==> config.mk <==
export PLATFORM = sky130hd
export DESIGN_NAME = conv_window_scheduler_flat
export DESIGN_NICKNAME = d
export VERILOG_FILES = /design/src/rtl/conv_window_scheduler_if.sv /design/src/rtl/conv_window_scheduler.sv /design/src/flat_wrapper.sv
export SDC_FILE = /design/constraint.sdc
export NUM_CORES = 1
export LEC_CHECK = 0
export BUFFER_PORTS_ARGS = -buffer_cell sky130_fd_sc_hd__buf_2
export CAP_MARGIN = 20
export CORE_UTILIZATION = 56
export CTS_CLUSTER_DIAMETER = 200
export DETAILED_ROUTE_END_ITERATION = 8
export PLACE_DENSITY_LB_ADDON = 0.1
export RECOVER_POWER = 50
export SYNTH_ARGS = -nofsm -noshare
export SYNTH_HDL_FRONTEND = slang
export SYNTH_SLANG_ARGS = --single-unit
==> constraint.sdc <==
create_clock -name clk -period 5.6 [get_ports clk]
set_clock_uncertainty 0.15 [all_clocks]
set_input_delay 1.4 -clock clk [delete_from_list [all_inputs] [get_ports clk]]
set_output_delay 1.4 -clock clk [all_outputs]
set_load 0.01 [all_outputs]
==> src/rtl/conv_window_scheduler_if.sv <==
`default_nettype none
// conv_window_scheduler_if: frame-memory read port, accelerator FIFO/result port and result stream.
// master = scheduler side, slave = memory/accelerator/downstream side.
interface conv_window_scheduler_if #(
  parameter int DATA_W = 16,
  parameter int ADDR_W = 16
);
  logic [ADDR_W-1:0] mem_addr;
  logic              mem_rd;
  logic [DATA_W-1:0] mem_rdata;
  logic              acc_start;
  logic              acc_wr;
  logic [DATA_W-1:0] acc_din;
  logic              acc_full;
  logic              acc_ready;
  logic [DATA_W-1:0] acc_sum;
  logic [DATA_W-1:0] out_data;
  logic [ADDR_W-1:0] out_row;
  logic [ADDR_W-1:0] out_col;
  logic              out_valid;
  logic              out_ready;

  modport master (
    output mem_addr, mem_rd, acc_start, acc_wr, acc_din,
    output out_data, out_row, out_col, out_valid,
    input  mem_rdata, acc_full, acc_ready, acc_sum, out_ready
  );

  modport slave (
    input  mem_addr, mem_rd, acc_start, acc_wr, acc_din,
    input  out_data, out_row, out_col, out_valid,
    output mem_rdata, acc_full, acc_ready, acc_sum, out_ready
  );
endinterface
`default_nettype wire

==> src/rtl/conv_window_scheduler.sv <==
`default_nettype none
// conv_window_scheduler: walks every 3x3 window of a frame, feeds its 9 pixels to the
// convolution accelerator FIFO and streams each result out with its coordinates.
module conv_window_scheduler #(
  parameter int DATA_W    = 16,
  parameter int ADDR_W    = 16,
  parameter int IMG_W     = 8,
  parameter int IMG_H     = 8,
  parameter int BASE_ADDR = 0
) (
  input  logic clk,
  input  logic rst_n,
  input  logic start,
  output logic busy,
  output logic done,
  conv_window_scheduler_if.master bus
);

  typedef enum logic [2:0] {
    S_IDLE   = 3'd0,
    S_START  = 3'd1,
    S_FETCH  = 3'd2,
    S_WAIT   = 3'd3,
    S_OUTPUT = 3'd4,
    S_DONE   = 3'd5
  } state_t;

  localparam logic [ADDR_W-1:0] LAST_ROW = ADDR_W'(IMG_H - 3);
  localparam logic [ADDR_W-1:0] LAST_COL = ADDR_W'(IMG_W - 3);
  localparam logic [ADDR_W-1:0] STRIDE   = ADDR_W'(IMG_W);
  localparam logic [ADDR_W-1:0] BASE     = ADDR_W'(BASE_ADDR);
  localparam logic [3:0]        TAPS     = 4'd9;

  state_t            state, state_nxt;
  logic [ADDR_W-1:0] row, col, win_row, win_col;
  logic [1:0]        kr, kc;
  logic [3:0]        rd_cnt, wr_cnt;
  logic              pend, skid_valid;
  logic [DATA_W-1:0] skid_data;
  logic [DATA_W-1:0] res_data;
  logic [ADDR_W-1:0] res_row, res_col;
  logic              fetching, rd_en, wr_mem, wr_skid, wr_any, last_pos;

  // A read is only launched when its data is guaranteed a home: the FIFO can take it
  // next cycle or, failing that, the (empty) skid register can.
  assign fetching = (state == S_FETCH);
  assign rd_en    = fetching && !bus.acc_full && !skid_valid && (rd_cnt != TAPS);
  assign wr_mem   = fetching && pend && !bus.acc_full;
  assign wr_skid  = fetching && skid_valid && !bus.acc_full;
  assign wr_any   = wr_mem || wr_skid;
  assign win_row  = row + ADDR_W'(kr);
  assign win_col  = col + ADDR_W'(kc);
  assign last_pos = (row == LAST_ROW) && (col == LAST_COL);

  assign bus.mem_rd   = rd_en;
  assign bus.mem_addr = rd_en ? (BASE + win_row * STRIDE + win_col) : '0;
  assign bus.acc_wr   = wr_any;
  assign bus.acc_din  = wr_skid ? skid_data : (wr_mem ? bus.mem_rdata : '0);
  assign bus.out_data = res_data;
  assign bus.out_row  = res_row;
  assign bus.out_col  = res_col;
  assign busy         = (state != S_IDLE);

  always_ff @(posedge clk or negedge rst_n) begin
    if (!rst_n) state <= S_IDLE;
    else        state <= state_nxt;
  end

  always_comb begin
    state_nxt     = state;
    bus.acc_start = 1'b0;
    bus.out_valid = 1'b0;
    done          = 1'b0;
    case (state)
      S_IDLE:   if (start) state_nxt = S_START;
      S_START: begin
        bus.acc_start = 1'b1;
        state_nxt     = S_FETCH;
      end
      S_FETCH:  if (wr_any && (wr_cnt == 4'd8)) state_nxt = S_WAIT;
      S_WAIT:   if (bus.acc_ready) state_nxt = S_OUTPUT;
      S_OUTPUT: begin
        bus.out_valid = 1'b1;
        if (bus.out_ready) state_nxt = last_pos ? S_DONE : S_START;
      end
      S_DONE: begin
        done      = 1'b1;
        state_nxt = S_IDLE;
      end
      default:  state_nxt = S_IDLE;
    endcase
  end

  always_ff @(posedge clk or negedge rst_n) begin
    if (!rst_n) begin
      row        <= '0;
      col        <= '0;
      kr         <= '0;
      kc         <= '0;
      rd_cnt     <= '0;
      wr_cnt     <= '0;
      pend       <= 1'b0;
      skid_valid <= 1'b0;
      skid_data  <= '0;
      res_data   <= '0;
      res_row    <= '0;
      res_col    <= '0;
    end else begin
      pend <= rd_en;
      if (state == S_IDLE && start) begin
        row <= '0;
        col <= '0;
      end
      if (state == S_START) begin
        kr     <= '0;
        kc     <= '0;
        rd_cnt <= '0;
        wr_cnt <= '0;
      end
      if (rd_en) begin
        rd_cnt <= rd_cnt + 4'd1;
        if (kc == 2'd2) begin
          kc <= '0;
          kr <= kr + 2'd1;
        end else begin
          kc <= kc + 2'd1;
        end
      end
      if (wr_any) wr_cnt <= wr_cnt + 4'd1;
      // Returning data that the FIFO cannot take this cycle parks in the skid register.
      if (fetching && pend && bus.acc_full) begin
        skid_valid <= 1'b1;
        skid_data  <= bus.mem_rdata;
      end else if (wr_skid) begin
        skid_valid <= 1'b0;
      end
      if (state == S_WAIT && bus.acc_ready) begin
        res_data <= bus.acc_sum;
        res_row  <= row;
        res_col  <= col;
      end
      if (state == S_OUTPUT && bus.out_ready) begin
        if (col == LAST_COL) begin
          col <= '0;
          row <= row + 1'b1;
        end else begin
          col <= col + 1'b1;
        end
      end
    end
  end

endmodule
`default_nettype wire
==> src/flat_wrapper.sv <==
// flat-port wrapper written by rule: the top's interface ports become plain ports
module conv_window_scheduler_flat 
#(
  parameter int DATA_W    = 16,
  parameter int ADDR_W    = 16,
  parameter int IMG_W     = 8,
  parameter int IMG_H     = 8,
  parameter int BASE_ADDR = 0
)
  (clk, rst_n, start, busy, done, bus_mem_addr, bus_mem_rd, bus_acc_start, bus_acc_wr, bus_acc_din, bus_out_data, bus_out_row, bus_out_col, bus_out_valid, bus_mem_rdata, bus_acc_full, bus_acc_ready, bus_acc_sum, bus_out_ready);
  conv_window_scheduler_if #(.DATA_W(DATA_W), .ADDR_W(ADDR_W)) bus_i ();
  input  logic clk;
  input  logic rst_n;
  input  logic start;
  output logic busy;
  output logic done;
  output wire logic [$bits(bus_i.mem_addr)-1:0] bus_mem_addr;
  output wire logic [$bits(bus_i.mem_rd)-1:0] bus_mem_rd;
  output wire logic [$bits(bus_i.acc_start)-1:0] bus_acc_start;
  output wire logic [$bits(bus_i.acc_wr)-1:0] bus_acc_wr;
  output wire logic [$bits(bus_i.acc_din)-1:0] bus_acc_din;
  output wire logic [$bits(bus_i.out_data)-1:0] bus_out_data;
  output wire logic [$bits(bus_i.out_row)-1:0] bus_out_row;
  output wire logic [$bits(bus_i.out_col)-1:0] bus_out_col;
  output wire logic [$bits(bus_i.out_valid)-1:0] bus_out_valid;
  input wire logic [$bits(bus_i.mem_rdata)-1:0] bus_mem_rdata;
  input wire logic [$bits(bus_i.acc_full)-1:0] bus_acc_full;
  input wire logic [$bits(bus_i.acc_ready)-1:0] bus_acc_ready;
  input wire logic [$bits(bus_i.acc_sum)-1:0] bus_acc_sum;
  input wire logic [$bits(bus_i.out_ready)-1:0] bus_out_ready;
  assign bus_mem_addr = bus_i.mem_addr;
  assign bus_mem_rd = bus_i.mem_rd;
  assign bus_acc_start = bus_i.acc_start;
  assign bus_acc_wr = bus_i.acc_wr;
  assign bus_acc_din = bus_i.acc_din;
  assign bus_out_data = bus_i.out_data;
  assign bus_out_row = bus_i.out_row;
  assign bus_out_col = bus_i.out_col;
  assign bus_out_valid = bus_i.out_valid;
  assign bus_i.mem_rdata = bus_mem_rdata;
  assign bus_i.acc_full = bus_acc_full;
  assign bus_i.acc_ready = bus_acc_ready;
  assign bus_i.acc_sum = bus_acc_sum;
  assign bus_i.out_ready = bus_out_ready;
  conv_window_scheduler #(.DATA_W(DATA_W), .ADDR_W(ADDR_W), .IMG_W(IMG_W), .IMG_H(IMG_H), .BASE_ADDR(BASE_ADDR)) u_core (.clk(clk), .rst_n(rst_n), .start(start), .busy(busy), .done(done), .bus(bus_i));
endmodule
==> metrics list <==
- STA classifies the critical path endpoint as a primary output.
* PD cells: 397 mW/mm^2
* Beginning of the worst hold path: u_core.bus.out_row[2]
- RD Place Congestion: 0.869
- Buffers inserted by post-CTS timing repair: 0
* Num Clock Sinks: 113
- After detailed routing, the average wire length per cell comes to 16.9 um.
* Global routing usage on met1: 36.3%
- Library cell with the highest instance count after synthesis: sky130_fd_sc_hd__dfrtp_1
- The initial utilization of the core area, before any placement, comes to 58.8%.
* Mapped Cells: 609
- #FFs+latches synth: 113
- Pin count of the biggest net entering global routing: 63
- In this run switching power makes up 31.1% of total power.
* Seq/Total Area, Yosys: 45.8%
- Yosys printed 0 warnings.
- At the later pin of the worst-skew pair, clock insertion delay measures 0.52 ns.
- Cell types with the highest counts after synthesis: sky130_fd_sc_hd__dfrtp_1, sky130_fd_sc_hd__nand2_1, sky130_fd_sc_hd__mux2_2
* Filler cell count: 779
- 124 I/O pins were placed.
* Portion of total power attributed to combinational logic: 23.8%
* Number of cells in the finished layout apart from fillers: 872
- The number of clock buffers added by TritonCTS is 17.
- After detailed routing, the number of vias per cell comes to 5.88.
* Deepest clock path buffer count: 2
- The tool flagged a number of max-cap violations equal to 3.
- Final ANT Viol Nets: 0
* Clock tree root buffer cell: sky130_fd_sc_hd__clkbuf_8
- Via count of the first global-routing pass: 5010
- Number of antenna violations at the first check in global routing: 0
* Antenna Cells: 0
* Hpwl dp: 10400 um
- Top cells by area, synth: sky130_fd_sc_hd__dfrtp_1, sky130_fd_sc_hd__mux2_2, sky130_fd_sc_hd__ha_1, sky130_fd_sc_hd__nand2_1, sky130_fd_sc_hd__o21ai_0
- Hold Violations, Final: 0
* Global-route wire length before repair: 24300 um
- Clock-pin slew was measured on the worst setup and hold paths at 0.06 ns.
- The H-tree generated during clock tree synthesis spans 4 levels.
- Floorplan die area: 0.0115 sq mm
- Of the post-synthesis cell area, the dominant cell type holds 45.8%.
- The design draws 2.96 mW.
* Gates resized, CTS repair: 0
- Max-slew violation count: 131
* Slew Limit Headroom: -128%
* Worst-case setup margin in the final layout: 0.210 ns
* Setup_tns: 0 ns
- Portion of the clock cycle consumed by the worst path in the final layout: 96.2%
- Critical Path Source: u_core.row[0]
* Violated checks: max-capacitance violations, max-slew violations
- At the placement stage, the worst setup path has a slack of 0.606 ns.
* Die height: 107 um
- For this design the static power due to leakage is 3.75 nW.
- Compared with the post-synthesis result, the final layout area differs by 20.6%.
- Input and output buffers added on the ports amount to 123.
- Sw Pwr: 918 uW
- Number of nets in the final layout: 787
- In this run the mean area of a mapped cell was 10.1 sq um.
- Counting distinct cell types in the post-synthesis netlist gives 56.
- Number of rows in the core area: 37
* Primary FF master, synth: sky130_fd_sc_hd__dfrtp_1
- Portion of total power attributed to the clock network: 36.9%
- Before antenna repair, the detailed router went through 5 iterations.
- CP required: 4.05 ns
- Critical path arrival: 3.84 ns
- Run status: finished, violations left
- Number of placed cells counting well taps: 840
- Across the VDD grid, the largest voltage drop is 0.364 mV.
* Met3 Track Usage GR: 6.50%
* Die width: 107 um
- Startpoint of the most critical register-to-register path: u_core.col[14]
- Setup repair after global routing missed its margin: no
* Critical path launch point type: register
- Biggest area consumer among synthesized cells: sky130_fd_sc_hd__dfrtp_1
- Total standard cell area after synthesis: 0.00618 sq mm
* # hold bufs at CTS: 0
- At the pin with the least slew margin, the transition time is 3.41 ns.
* Met2 demand-to-capacity share in global routing: 44.4%
- In this run the standard cell core region covers 0.0105 sq mm.
- Total global routing track utilization: 27.4%
* CTS tree: done
- Setup violations remaining at the end of the flow were counted as 0.
* Min-delay worst type: register to register
- For this run, design rule violations remaining after detail routing come to 0.
- The routed design has 14700 um of wire.
- Final min period: 5.39 ns
- Worst Path Class, Setup: register to primary output
* Share of power burned in registers: 39.3%
- Layer with the highest usage after global routing: met2
- Int Power: 2.04 mW
* Async S/R FF share, synth: 100%
- Number of nets produced by synthesis: 673
* Peak clock frequency supported by timing: 186 MHz
- The total overflow left after global routing is 0.
* Post-Route Utilization: 70.9%
- For this block, the initial DRC count from the detailed router was 331.
- Top fanout value on the critical path: 8
- The final route contains 5124 vias.
- The post-route netlist has 29.9% of its cells at a drive strength greater than 1.
- Post-synth EDFFs: 0
==> cell families after synthesis <==
kind of cell / count (synthesis) / synth area share (%)
XOR/XNOR: 26 / 3.68
AND/OR/NAND/NOR: 199 / 16.9
flip-flops: 113 / 45.8
adder cells (fa/ha/maj): 26 / 5.51
AO/OA/AOI/OAI: 133 / 14.2
multiplexers: 59 / 10.7
buffers and inverters: 53 / 3.34
==> path summary, 6_finish.rpt <==
check | to | depth (start not counted) | slack, ns
worst min-delay path | u_core.bus.out_row[2] | 2 | 0.34
worst max register to register | u_core.row[7] | 5 | 1.84
worst min register to register | u_core.bus.out_row[2] | 2 | 0.34
max in group asynchronous | u_core.bus.out_data[12] | 2 | 1.14
min in group asynchronous | u_core.wr_cnt[2] | 1 | 1.86
worst max-delay path | bus_mem_addr[15] | 12 | 0.21
==> registers in the layout, indices dropped and copies added (netlist names), 3 cells and up <==
signal,flops
u_core.row,16
u_core.bus.out_row,16
u_core.skid_data,16
u_core.bus.out_col,16
u_core.bus.out_data,16
u_core.rd_cnt,4
u_core.state,3
u_core.col,16
u_core.wr_cnt,4
==> critical path: stages, from the launching register on <==
cell and delay, ns:
sky130_fd_sc_hd__dfrtp_1 0.47, sky130_fd_sc_hd__ha_1 0.26, sky130_fd_sc_hd__fa_1 0.44, sky130_fd_sc_hd__nand2_1 0.14, sky130_fd_sc_hd__nor2_1 0.06, sky130_fd_sc_hd__xor2_1 0.14, sky130_fd_sc_hd__ha_1 0.44, sky130_fd_sc_hd__nand3_1 0.16
sky130_fd_sc_hd__or3_1 0.37, sky130_fd_sc_hd__nor4_1 0.33, sky130_fd_sc_hd__nor3_1 0.09, sky130_fd_sc_hd__nor3b_1 0.23, sky130_fd_sc_hd__buf_2 0.17
==> metal layers <==
layer	wire length (um)	share of wire [%]
met1	6450	44
met5	0	0
met2	7280	49
met3	833	5.7
met4	176	1.2
==> through the flow <==
| stage | hold WS [ns] | area, sq um |
|---|---|---|
| after floorplan | 0.301 | 6180 |
| after global placement | 0.309 | 6880 |
| after detailed placement | 0.324 | 6880 |
| after CTS | 0.345 | 7480 |
| after global routing | 0.364 | 7450 |
| final | 0.336 | 7450 |
==> placed cells by master, fill, tap and decap left out, types with 12 or more instances in the layout <==
cell type	n
sky130_fd_sc_hd__o21ai_0	39
sky130_fd_sc_hd__mux2_2	56
sky130_fd_sc_hd__nand3_1	23
sky130_fd_sc_hd__xnor2_1	12
sky130_fd_sc_hd__ha_1	24
sky130_fd_sc_hd__xor2_1	14
sky130_fd_sc_hd__nor2_1	35
sky130_fd_sc_hd__buf_2	120
sky130_fd_sc_hd__nand2_1	60
sky130_fd_sc_hd__a21oi_1	24
sky130_fd_sc_hd__inv_1	20
sky130_fd_sc_hd__dfrtp_1	113
sky130_fd_sc_hd__clkbuf_16	16
sky130_fd_sc_hd__a22o_1	18
==> final cells by class <==
cell class / count / area (sq um) / share of cell area (%)
sequential: 113 / 2830 / 38.0
clock inverter: 13 / 158 / 2.12
multi-input combinational: 443 / 3140 / 42.1
tap: 136 / 170 / 2.28
timing repair buffer: 128 / 642 / 8.62
clock buffer: 19 / 442 / 5.93
inverter: 20 / 75.1 / 1.01
==> power groups by stage <==
stage	registers [mW]	clock network (mW)	logic (mW)
after floorplan	1.17	0	0.443
after global placement	1.16	0	0.675
after detailed placement	1.17	0	0.703
after CTS	1.16	1.11	0.708
after global routing	1.19	1.14	0.781
final	1.16	1.09	0.702
(Power assumes the default switching activity.)
